$ cat config.mk
export PLATFORM = sky130hd
export DESIGN_NAME = reg_cmd_seq
export DESIGN_NICKNAME = d
export VERILOG_FILES = /design/src/rtl/reg_cmd_seq.sv
export SDC_FILE = /design/constraint.sdc
export NUM_CORES = 1
export LEC_CHECK = 0
export CAP_MARGIN = 20
export CELL_PAD_IN_SITES_DETAIL_PLACEMENT = 0
export CELL_PAD_IN_SITES_GLOBAL_PLACEMENT = 1
export CORE_ASPECT_RATIO = 0.6
export CORE_MARGIN = 2
export CORE_UTILIZATION = 32
export CTS_CLUSTER_SIZE = 20
export DETAILED_ROUTE_END_ITERATION = 16
export PLACE_DENSITY_LB_ADDON = 0.1
export SYNTH_ARGS = -nofsm -noshare
export SYNTH_HDL_FRONTEND = slang
export SYNTH_SLANG_ARGS = --single-unit
$ cat constraint.sdc
create_clock -name clk -period 2.7 [get_ports clk]
set_input_delay 0.54 -clock clk [delete_from_list [all_inputs] [get_ports clk]]
set_output_delay 0.54 -clock clk [all_outputs]
set_load 0.005 [all_outputs]
$ cat src/rtl/reg_cmd_seq.sv
`default_nettype none
// ============================================================================
//  Module      : reg_cmd_seq
//  Description : Command FIFO feeding a small sequencer that performs WRITE,
//                READ, SET (OR mask) and CLR (AND NOT mask) operations on an
//                external 4-entry register file, returning a response for
//                READ/SET/CLR through a valid/ready handshake.
//  Revision    : 1.0  initial release
// ============================================================================
module reg_cmd_seq #(
    parameter int DEPTH = 4
) (
    input  logic        clk,
    input  logic        rst,
    input  logic        cmd_valid,
    output logic        cmd_ready,
    input  logic [1:0]  cmd_op,
    input  logic [1:0]  cmd_addr,
    input  logic [15:0] cmd_data,
    output logic [1:0]  addr,
    output logic        wr,
    output logic        sel,
    output logic [15:0] wdata,
    input  logic [15:0] rdata,
    output logic        rsp_valid,
    input  logic        rsp_ready,
    output logic [15:0] rsp_data,
    output logic        busy
);

    localparam int          AW      = (DEPTH > 1) ? $clog2(DEPTH) : 1;
    localparam logic [AW:0] C_DEPTH = (AW + 1)'(DEPTH);

    localparam logic [1:0] OP_WRITE = 2'b00;
    localparam logic [1:0] OP_READ  = 2'b01;
    localparam logic [1:0] OP_SET   = 2'b10;

    typedef enum logic [1:0] {
        ST_IDLE = 2'd0,
        ST_EXEC = 2'd1,
        ST_WB   = 2'd2,
        ST_RESP = 2'd3
    } state_t;

    // FIFO storage and bookkeeping; entry layout is {op, addr, data}
    logic [19:0]   fifo_mem_q [DEPTH];
    logic [AW-1:0] wr_ptr_q, wr_ptr_d;
    logic [AW-1:0] rd_ptr_q, rd_ptr_d;
    logic [AW:0]   count_q,  count_d;

    logic          w_full;
    logic          w_empty;
    logic          w_push;
    logic          w_pop;
    logic [19:0]   w_head;

    // Sequencer state; the bus and response outputs are all registered
    state_t        state_q;
    logic [1:0]    op_q;
    logic [15:0]   mask_q;
    logic          sel_q;
    logic          wr_q;
    logic [1:0]    addr_q;
    logic [15:0]  wdata_q;
    logic          rsp_valid_q;
    logic [15:0]   rsp_data_q;

    assign w_full    = (count_q == C_DEPTH);
    assign w_empty   = (count_q == '0);
    // A pop in the same cycle never frees room for a push while full
    assign w_push    = cmd_valid && !w_full;
    assign w_pop     = (state_q == ST_IDLE) && !w_empty;
    assign w_head    = fifo_mem_q[rd_ptr_q];

    assign cmd_ready = !w_full;
    assign busy      = (state_q != ST_IDLE) || !w_empty;
    assign sel       = sel_q;
    assign wr        = wr_q;
    assign addr      = addr_q;
    assign wdata     = wdata_q;
    assign rsp_valid = rsp_valid_q;
    assign rsp_data  = rsp_data_q;

    // Next pointer/occupancy values; pointers wrap naturally at DEPTH
    always_comb begin
        wr_ptr_d = w_push ? wr_ptr_q + 1'b1 : wr_ptr_q;
        rd_ptr_d = w_pop  ? rd_ptr_q + 1'b1 : rd_ptr_q;
        count_d  = count_q;
        case ({w_push, w_pop})
            2'b10:   count_d = count_q + 1'b1;
            2'b01:   count_d = count_q - 1'b1;
            default: count_d = count_q;
        endcase
    end

    // FIFO storage write; contents need no reset since count gates reads
    always_ff @(posedge clk) begin
        if (w_push) begin
            fifo_mem_q[wr_ptr_q] <= {cmd_op, cmd_addr, cmd_data};
        end
    end

    // FIFO pointer and occupancy registers
    always_ff @(posedge clk or posedge rst) begin
        if (rst) begin
            wr_ptr_q <= '0;
            rd_ptr_q <= '0;
            count_q  <= '0;
        end else begin
            wr_ptr_q <= wr_ptr_d;
            rd_ptr_q <= rd_ptr_d;
            count_q  <= count_d;
        end
    end

    // Sequencer: pops one command, drives its bus access(es), then responds
    always_ff @(posedge clk or posedge rst) begin
        if (rst) begin
            state_q     <= ST_IDLE;
            op_q        <= OP_WRITE;
            mask_q      <= '0;
            sel_q       <= 1'b0;
            wr_q        <= 1'b0;
            addr_q      <= '0;
            wdata_q     <= '0;
            rsp_valid_q <= 1'b0;
            rsp_data_q  <= '0;
        end else begin
            case (state_q)
                ST_IDLE: begin
                    if (!w_empty) begin
                        op_q    <= w_head[19:18];
                        mask_q  <= w_head[15:0];
                        sel_q   <= 1'b1;
                        addr_q  <= w_head[17:16];
                        // Only a WRITE drives the bus write in its first access
                        wr_q    <= (w_head[19:18] == OP_WRITE);
                        wdata_q <= (w_head[19:18] == OP_WRITE) ? w_head[15:0] : 16'h0000;
                        state_q <= ST_EXEC;
                    end
                end
                ST_EXEC: begin
                    if (op_q == OP_WRITE) begin
                        sel_q   <= 1'b0;
                        wr_q    <= 1'b0;
                        addr_q  <= '0;
                        wdata_q <= '0;
                        state_q <= ST_IDLE;
                    end else if (op_q == OP_READ) begin
                        sel_q       <= 1'b0;
                        addr_q      <= '0;
                        rsp_data_q  <= rdata;
                        rsp_valid_q <= 1'b1;
                        state_q     <= ST_RESP;
                    end else begin
                        // wdata holds the modified read-back for the write-back access
                        wr_q    <= 1'b1;
                        wdata_q <= (op_q == OP_SET) ? (rdata | mask_q) : (rdata & ~mask_q);
                        state_q <= ST_WB;
                    end
                end
                ST_WB: begin
                    sel_q       <= 1'b0;
                    wr_q        <= 1'b0;
                    addr_q      <= '0;
                    wdata_q     <= '0;
                    rsp_data_q  <= wdata_q;
                    rsp_valid_q <= 1'b1;
                    state_q     <= ST_RESP;
                end
                ST_RESP: begin
                    if (rsp_ready) begin
                        rsp_valid_q <= 1'b0;
                        state_q     <= ST_IDLE;
                    end
                end
                default: begin
                    state_q <= ST_IDLE;
                end
            endcase
        end
    end

endmodule
`default_nettype wire

-- Yosys cells after proc, flatten, opt, wreduce, memory -nomap -nowiden
Memories as Yosys holds them, arrays and structs flattened.
Cells that the tools add are included.
- output and inout port bits: 39
- RAM bits: 80
- register bits: 64
- memories: 1
- input bits: 40
- reduce and logical (&&, ||, !) cells: 20
- equality and inequality tests: 14
- bitwise gates (word level): 4
- multiplexer cells: 33
- add/sub/neg operators: 4
- memory list (memory ; depth ; bits a word ; read ports ; clocked after memory_dff ; write ports ; RTL line ; RTL):
    fifo_mem_q ; 4 ; 20 ; 1 ; 0 ; 1 ; 46 ; logic [19:0] fifo_mem_q [DEPTH];
- operators with widths (kind ; number):
    $mux 16 ; 7
    $pmux 16 s3 ; 1
    $pmux 16 s2 ; 1
    $and 16x16->16 ; 1
    $not 16->16 ; 1
    $or 16x16->16 ; 1
    $mux 1 ; 12
    $mux 2 ; 6
    $pmux 1 s3 ; 3
    $reduce_and 3->1 ; 3
    $eq 2x2->1 const B ; 4
    $ne 2x2->1 const B ; 4
    $pmux 2 s4 ; 1
    $eq 2x1->1 const B ; 3
    $logic_not 2->1 ; 3
    $ne 3x3->1 const B ; 2
    $pmux 2 s3 ; 1
    $pmux 3 s2 ; 1
    $reduce_bool 2->1 ; 3
    $reduce_bool 3->1 ; 2
    $add 2x1->2 const B ; 2
    $reduce_and 2->1 ; 2
    $reduce_and 4->1 ; 1
    $add 3x1->3 const B ; 1
    7 further kinds ; 9

-- Depth between registers and ports, before layout
Gate-level depths: netlist of the first run.
- depth after elaboration: 6
- gate-level depth with buffers: 11
- depth with buffers taken out: 10

-- Least setup slack after synthesis of the first run
OpenSTA, ideal clock, no wires.
- kind: register to register
- start point: register state_q[0]
- end point: register count_q[2]
- clock period less this slack: 2301 ps
- path buffers: 1
- library setup time: 79 ps
- cell stages (with the launch flop): 12
- data required time: 2621 ps
- setup slack: 399 ps
- arrival: 2222 ps
- cell sequence: dfrtp_1 > inv_1 > ha_1 > o31ai_1 > clkinv_1 > clkbuf_1 > ha_1 > inv_1 > fa_1 > xor2_1 > nor2_1 > xor2_1
- word-level cells in the longest chain between the ends: 4
- elaborated cells between the ends (all ways): 6
- classes of those cells: eq/ne: 2; mux: 1; reduce/logical: 3
- RTL lines (element ; RTL line ; RTL):
    start: declaration ; 58 ; state_t state_q;
    start signal: assignment ; 119 ; state_q <= ST_IDLE;
    start signal: assignment ; 139 ; state_q <= ST_EXEC;
    start signal: assignment ; 148 ; state_q <= ST_IDLE;
    $logic_not 2->1 * ; 72 ; assign w_pop = (state_q == ST_IDLE) && !w_empty;
    $logic_and 1x1->1 * ; 72 ;
    via w_pop ; 54 ; logic w_pop;
    $eq 2x1->1 or $eq 2x2->1 (tied branches) ; 89 ; case ({w_push, w_pop})
    $pmux 3 s2 or $reduce_bool 2->1 (tied branches) ; - ;
    end signal: assignment ; 112 ; count_q <= count_d;
    end: declaration ; 49 ; logic [AW:0] count_q, count_d;
Mark *: on every way through the listed nets, which the timed path passes. The rest lies on a longest branch.
A chain may end at the register's enable or synchronous reset.

==> results of run 1 <==
-- repair_timing --
item | 4_1_cts | 5_1_grt
pin swaps | 0 | 0
resized for setup | 1 | 4
gates cloned | 0 | 0
setup endpoints to repair | 1 | 1
-- worst paths after layout --
path                                            start                  endpoint  slack, ps
worst max-delay path                        flip-flop                      busy        140
worst min-delay path            mask_q[7]$_DFFE_PP0P_     mask_q[7]$_DFFE_PP0P_        510
worst max register to register              flip-flop      wdata[7]$_DFFE_PP0P_        450
worst min register to register  mask_q[7]$_DFFE_PP0P_     mask_q[7]$_DFFE_PP0P_        510
max in group asynchronous                         rst    state_q[0]$_DFFE_PP0P_       1510
min in group asynchronous                         rst  rsp_data[10]$_DFFE_PP0P_        550
-- synth_stat cells --
cell | number | area (um2)
buf_1 | 3 | 11.3
o32a_1 | 1 | 10.0
dfrtp_1 | 64 | 1600
o31ai_1 | 1 | 7.51
clkinv_1 | 1 | 3.75
a22oi_1 | 1 | 7.51
a211oi_1 | 2 | 15.0
nand3_1 | 1 | 5.00
nor3_4 | 1 | 16.3
buf_4 | 2 | 15.0
clkbuf_1 | 10 | 37.5
ha_1 | 11 | 138
nor2b_1 | 3 | 18.8
buf_2 | 4 | 20.0
nor4b_1 | 1 | 8.76
a22o_1 | 1 | 8.76
a221o_1 | 6 | 60.1
a221o_2 | 10 | 113
o22ai_1 | 2 | 12.5
and3b_1 | 1 | 8.76
o21ai_0 | 2 | 10.0
xor2_1 | 2 | 17.5
mux2i_1 | 34 | 340
nand2b_1 | 1 | 6.26
o21a_1 | 2 | 15.0
inv_1 | 14 | 52.6
mux2_2 | 3 | 33.8
buf_6 | 2 | 22.5
nor2_1 | 19 | 71.3
and3_1 | 4 | 25.0
a21o_1 | 2 | 15.0
a21oi_1 | 19 | 95.1
nor3_1 | 16 | 80.1
nand2_1 | 59 | 221
edfxtp_1 | 80 | 2400
mux4_2 | 19 | 428
xnor2_1 | 4 | 35.0
fa_1 | 1 | 20.0
or3_1 | 1 | 6.26
-- state kept, by name, summed over array words and instances (netlist names), 3 cells and up, named ones only --
register and cells:
rsp_data 16, wdata 16, fifo_mem_q 80, mask_q 16, count_q 3
-- area by class of cell --
| cell class | count | area [um2] | area share [%] |
|---|---|---|---|
| Clock buffer | 17 | 425 | 5.50 |
| Clock inverter | 15 | 140 | 1.81 |
| Sequential cell | 144 | 4010 | 51.8 |
| Tap cell | 240 | 300 | 3.89 |
| Timing Repair Buffer | 96 | 928 | 12.0 |
| Multi-Input combinational cell | 230 | 1870 | 24.2 |
| Inverter | 15 | 56.3 | 0.729 |
-- layer usage --
metal | vias up | share of wire, %
met5 | - | 0
met4 | 0 | 0.29
met3 | 2 | 4.9
met2 | 81 | 39
met1 | 1772 | 55
li1 | 1725 | -
-- report_power, final --
group | internal [mW] | total, mW | switching [mW] | leakage (nW)
registers | 3.02 | 3.42 | 0.401 | 1.51
logic | 1.60 | 3.39 | 1.79 | 1.21
clock network | 1.23 | 2.24 | 1.01 | 0.277
total | 5.85 | 9.06 | 3.21 | 3.00
-- tightest hold or removal path, stage by stage, from the launching register on --
cell     delay (ps)
dfrtp_1         360
nand2_1          60
nand2_1          60
-- logic make-up (layout without fill, tap and decap cells) --
family                   after synthesis  count (layout)  synth area share (%)
XOR/XNOR                               6               6                 0.874
adder cells (fa/ha/maj)               12              12                  2.62
buffers and inverters                 36             143                  2.70
AO/OA/AOI/OAI                         49              49                  6.14
flip-flops                           144             144                  66.6
AND/OR/NAND/NOR                      107             107                  7.78
multiplexers                          56              56                  13.3
-- placed cells by master, fill, tap and decap left out, types with 2 or more instances in the layout --
| cell | instances |
|---|---|
| a211oi_1 | 2 |
| a21o_1 | 2 |
| a21oi_1 | 19 |
| a221o_1 | 6 |
| a221o_2 | 10 |
| and3_1 | 4 |
| buf_4 | 17 |
| clkbuf_16 | 17 |
| clkdlybuf4s50_1 | 78 |
| clkinvlp_4 | 2 |
| dfrtp_1 | 62 |
| dfrtp_2 | 2 |
| edfxtp_1 | 80 |
| ha_1 | 10 |
| inv_1 | 13 |
| inv_6 | 5 |
| inv_8 | 6 |
| mux2_2 | 3 |
| mux2i_1 | 34 |
| mux4_2 | 19 |
| nand2_1 | 59 |
| nor2_1 | 19 |
| nor2b_1 | 3 |
| nor3_1 | 16 |
| o21a_1 | 2 |
| o21ai_0 | 2 |
| o22ai_1 | 2 |
| xnor2_1 | 4 |
| xor2_1 | 2 |
==> reports/results.ini, run 1 <==
[floorplan]
dieArea_mm2 = 0.0199
rows = 38
die_h_um = 110
core_mm2 = 0.0183
ios = 79
start_util_pct = 32.9
fp.dieW_um = 181

[global_routing]
grt_pass1_vias = 3516
grt_busiest_layer = met1
grt_usage_pct = 14.7
grt_use_met1_pct = 23.2
grt_use_met3_pct = 3.02
overflow = 0
use_met2_pct = 19.8
grt_pass1_wl_um = 21400
antenna_found_initial = 0
grt_max_degree = 34

[timing]
layout_min_cycle_time_ps = 2560
whs_ps = 508
setup_slack_ps = 142
timing.fmax_mhz = 391
final-setup-viol-count = 0
slew-limit-headroom_pct = 54.9
rsz0062_at_grt = no
min_period_over_period_pct = 94.8
drv_slew = 0
finalHoldViolations = 0
fin_skew_ps = 12.5
tns_ps = 0
worstMarginPinSlew_ps = 676

[critical_path]
critPathKind = flip-flop to output pin
path_delay_family = buffers and inverters
critical_path_depth = 6
path_common_cell = inv_1
cp_data_arrival_time_ps = 2020
ff2ff_path_depth = 6
cp-start-kind = flip-flop
worst_path_max_delay_cell = dfrtp_2
critPathRequiredTime_ps = 2160
slowest_delay_ps = 450
cp_max_fo = 6
critPathCaptureType = output pin
critical_path.cell_chain = inv_1 -> ha_2 -> nor4b_4 -> buf_4 -> inv_1 -> clkdlybuf4s50_1
path_buf_inv = 4

[clock_network]
cts_root_buffer = clkbuf_16
clk_pin_slew_ps = 70
clock-sinks = 144
cts_buffer_depth = 2
post_cts_buffers = 0
clock_latency_ps = 410
htree_levels = 4
tritoncts = yes
cts_buffers = 17
hold_buffers = 0

[finish]
nFillCells = 1700
area_delta_synth_final_pct = 28.5
fin_cells = 757
design_area_mm2 = 0.00773
final_core_util_pct = 42.3
layout-drive-gt1-share_pct = 17.2
fin_nets = 556
antenna_cells = 0

[synth]
netlist_area_mm2 = 0.00602
syn_area_per_cell_um2 = 14.7
ys_types = 39
synth-warning-count = 0
synth-seq-cells = 144
synth_nets = 462
synth-seq-area-share_pct = 66.6
synth_cells = 410

[route]
first_pass_iters = 4
drt_iter0_markers = 235
avgViaCountPerCell = 4.73
routedWlPerCell_um = 18.3
drt_wl_total_um = 13800
dr_total_vias = 3580
drc_errors = 0
ant_nets = 0

[power_and_ir_drop]
ir_drop_mv = 0.452
p_leak_nw = 3.00
fin_total_pwr_mw = 9.06
power_density_mw_per_mm2 = 1170

[placed_design]
dpl.cell_count = 725
pre_cts_ws_ps = 370
place_area_mm2 = 0.00714
hpwl_um = 9410
gp_congestion = 0.694
io_buffers = 78

[hold_path]
worstHoldPathCells = 2
hold_class = flip-flop to flip-flop

[run_status]
status = finished, final reports clean

[run]
drv_cap = 0

Note: power is estimated with default switching activity, not from simulation.
==> run 2, diff against run 1 <==
- SKIP_CTS_REPAIR_TIMING: default -> 1
==> results of run 2 <==
Same layout as run 1: the final DEF is identical, and so are final timing and power.
==> run 3, diff against run 2 <==
- ABC_CLOCK_PERIOD_IN_PS: default -> 2700
- CORE_UTILIZATION: 32 -> 45
==> reports/results.ini, run 3 (synthesis results as in run 1) <==
[run_status]
status = finished, final reports clean

[clock_network]
cts_root_buffer = clkbuf_16
cts_buffers = 17  ; unchanged
cts_buffer_depth = 2  ; unchanged
clock-sinks = 144  ; unchanged
tritoncts = yes
clk_pin_slew_ps = 60  ; about the same
clock_latency_ps = 410  ; about the same
htree_levels = 4  ; unchanged

[route]
drt_wl_total_um = 12600  ; -8.7%
ant_nets = 0  ; unchanged
avgViaCountPerCell = 5.22  ; +10%
drt_iter0_markers = 266  ; +13%
routedWlPerCell_um = 18.4  ; +0.75%
first_pass_iters = 4  ; unchanged
dr_total_vias = 3581  ; +0.028%
drc_errors = 0  ; unchanged

[floorplan]
core_mm2 = 0.0129  ; -29%
fp.dieW_um = 153  ; -15%
ios = 79  ; unchanged
die_h_um = 93.6  ; -15%
start_util_pct = 46.5  ; +14 points
dieArea_mm2 = 0.0143  ; -28%
rows = 32  ; -16%

[hold_path]
holdPathEnd = mask_q[14]$_DFFE_PP0P_
hold_class = flip-flop to flip-flop
worstHoldPathCells = 2  ; unchanged
hold_start = mask_q[14]$_DFFE_PP0P_

[power_and_ir_drop]
ir_drop_mv = 0.524  ; +16%
p_sw_mw = 3.09  ; -3.6%
p_comb_share_pct = 37.1  ; -0.4 points
power_density_mw_per_mm2 = 1180  ; +0.66%
fin_total_pwr_mw = 9.00  ; -0.62%
p_clk_share_pct = 25.0  ; +0.3 points
p_int_mw = 5.91  ; +1.0%
pwr-share-seq_pct = 37.9  ; about the same
swShare_pct = 34.4  ; -1.1 points
p_leak_nw = 3.00  ; -0.11%

[critical_path]
critPathKind = flip-flop to output pin
cp_max_fo = 6  ; unchanged
critical_path.cell_chain = inv_1 -> ha_1 -> nor4b_2 -> buf_4 -> inv_1 -> clkdlybuf4s50_1
ff2ff_path_depth = 7  ; +1
worst_path_max_delay_cell = clkdlybuf4s50_1
r2r_setup_slack_ps = 420  ; -30 ps
critPathRequiredTime_ps = 2160  ; about the same
cp_data_arrival_time_ps = 2030  ; about the same
path_common_cell = inv_1
r2r-end = wdata[3]$_DFFE_PP0P_
cp-start-kind = flip-flop
critPathCaptureType = output pin
slowest_delay_ps = 490  ; +40 ps

[finish]
largest_register_ffs = 80  ; unchanged
layout_commonest_cell = edfxtp_1
final_core_util_pct = 59.0  ; +17 points
layout-drive-gt1-share_pct = 16.3  ; -0.94 points
antenna_cells = 0  ; unchanged
fin_nets = 555  ; -0.18%
regMostFlops = fifo_mem_q
design_area_mm2 = 0.00763  ; -1.3%
most-common-layout-cells = edfxtp_1 (80), clkdlybuf4s50_1 (78), dfrtp_1 (63)
area_delta_synth_final_pct = 26.8

[global_routing]
grt_busiest_layer = met1
grt_usage_pct = 19.1  ; +4.3 points
grt_pass1_vias = 3615  ; +2.8%
antenna_found_initial = 0  ; unchanged
use_met2_pct = 26.3  ; +6.6 points
grt_pass1_wl_um = 20400  ; -4.9%
grt_use_met1_pct = 29.7  ; +6.4 points
grt_use_met3_pct = 3.99  ; +0.96 points
overflow = 0  ; unchanged
grt_max_degree = 65  ; +91%

[timing]
drv_slew = 0  ; unchanged
min_period_over_period_pct = 95.2  ; +0.40 points
final-setup-viol-count = 0  ; unchanged
tns_ps = 0  ; unchanged
rsz0062_at_grt = no
worstMarginPinSlew_ps = 676  ; +0.621 ps
setup_slack_ps = 131  ; -10.9 ps
fin_skew_ps = 11.5  ; -1.00 ps
slew-limit-headroom_pct = 54.8  ; -0.069 points
finalHoldViolations = 0  ; unchanged
timing.fmax_mhz = 389  ; -0.42%
layout_min_cycle_time_ps = 2570  ; +10.9 ps

[placed_design]
io_buffers = 78  ; unchanged
place_area_mm2 = 0.00705  ; -1.3%
pre_cts_ws_ps = 377  ; +7.13 ps
hpwl_um = 8500  ; -9.6%
gp_congestion = 0.733  ; +5.6%

[run]
drv_cap = 0  ; unchanged

run 3: layout make-up:
class / count / area, um2
Clock buffer: 18 / 429
Clock inverter: 14 / 145
Fill cell: 1029 / 5300
Inverter: 15 / 56.3
Multi-Input combinational cell: 230 / 1860
Sequential cell: 144 / 4010
Tap cell: 170 / 213
Timing Repair Buffer: 95 / 921
run 3: stage by stage:
step	instances	hold slack, ps
6_report	686	501
5_1_grt	686	526
4_1_cts	686	501
3_5_place_dp	654	485
3_3_place_gp	653	483
2_1_floorplan	410	468
run 3: metal layers:
metal | wire [um] | vias to the layer above
met1 | 6680 | 1773
met5 | 0 | -
li1 | - | 1711
met4 | 46 | 0
met3 | 671 | 4
met2 | 5230 | 93
run 3: how the worst max path moves through the flow:
stage / end / slack (ps) / cells after the start
after floorplan: count_q[2]$_DFFE_PP0P_ / 400 / 11
after CTS: busy / 30 / 6
after detailed placement: count_q[2]$_DFFE_PP0P_ / 380 / 8
final: busy / 130 / 6
after global placement: count_q[2]$_DFFE_PP0P_ / 460 / 8
after global routing: busy / 20 / 6
run 3: worst max-delay path, delay by kind of cell, from the launching register on:
kind / cells / cell delay, ps
and+or+nand+nor: 1 / 170
adders and majority gates: 1 / 230
buffers and inverters: 4 / 790
DFF: 1 / 440
run 3: power groups by stage:
| stage | Combinational, mW | Sequential, mW | Clock (mW) |
|---|---|---|---|
| final | 3.34 | 3.41 | 2.25 |
| after detailed placement | 3.35 | 3.45 | 0 |
| after floorplan | 2.22 | 3.35 | 0 |
| after CTS | 3.37 | 3.41 | 2.30 |
| after global routing | 3.72 | 3.49 | 2.40 |
| after global placement | 3.28 | 3.42 | 0 |
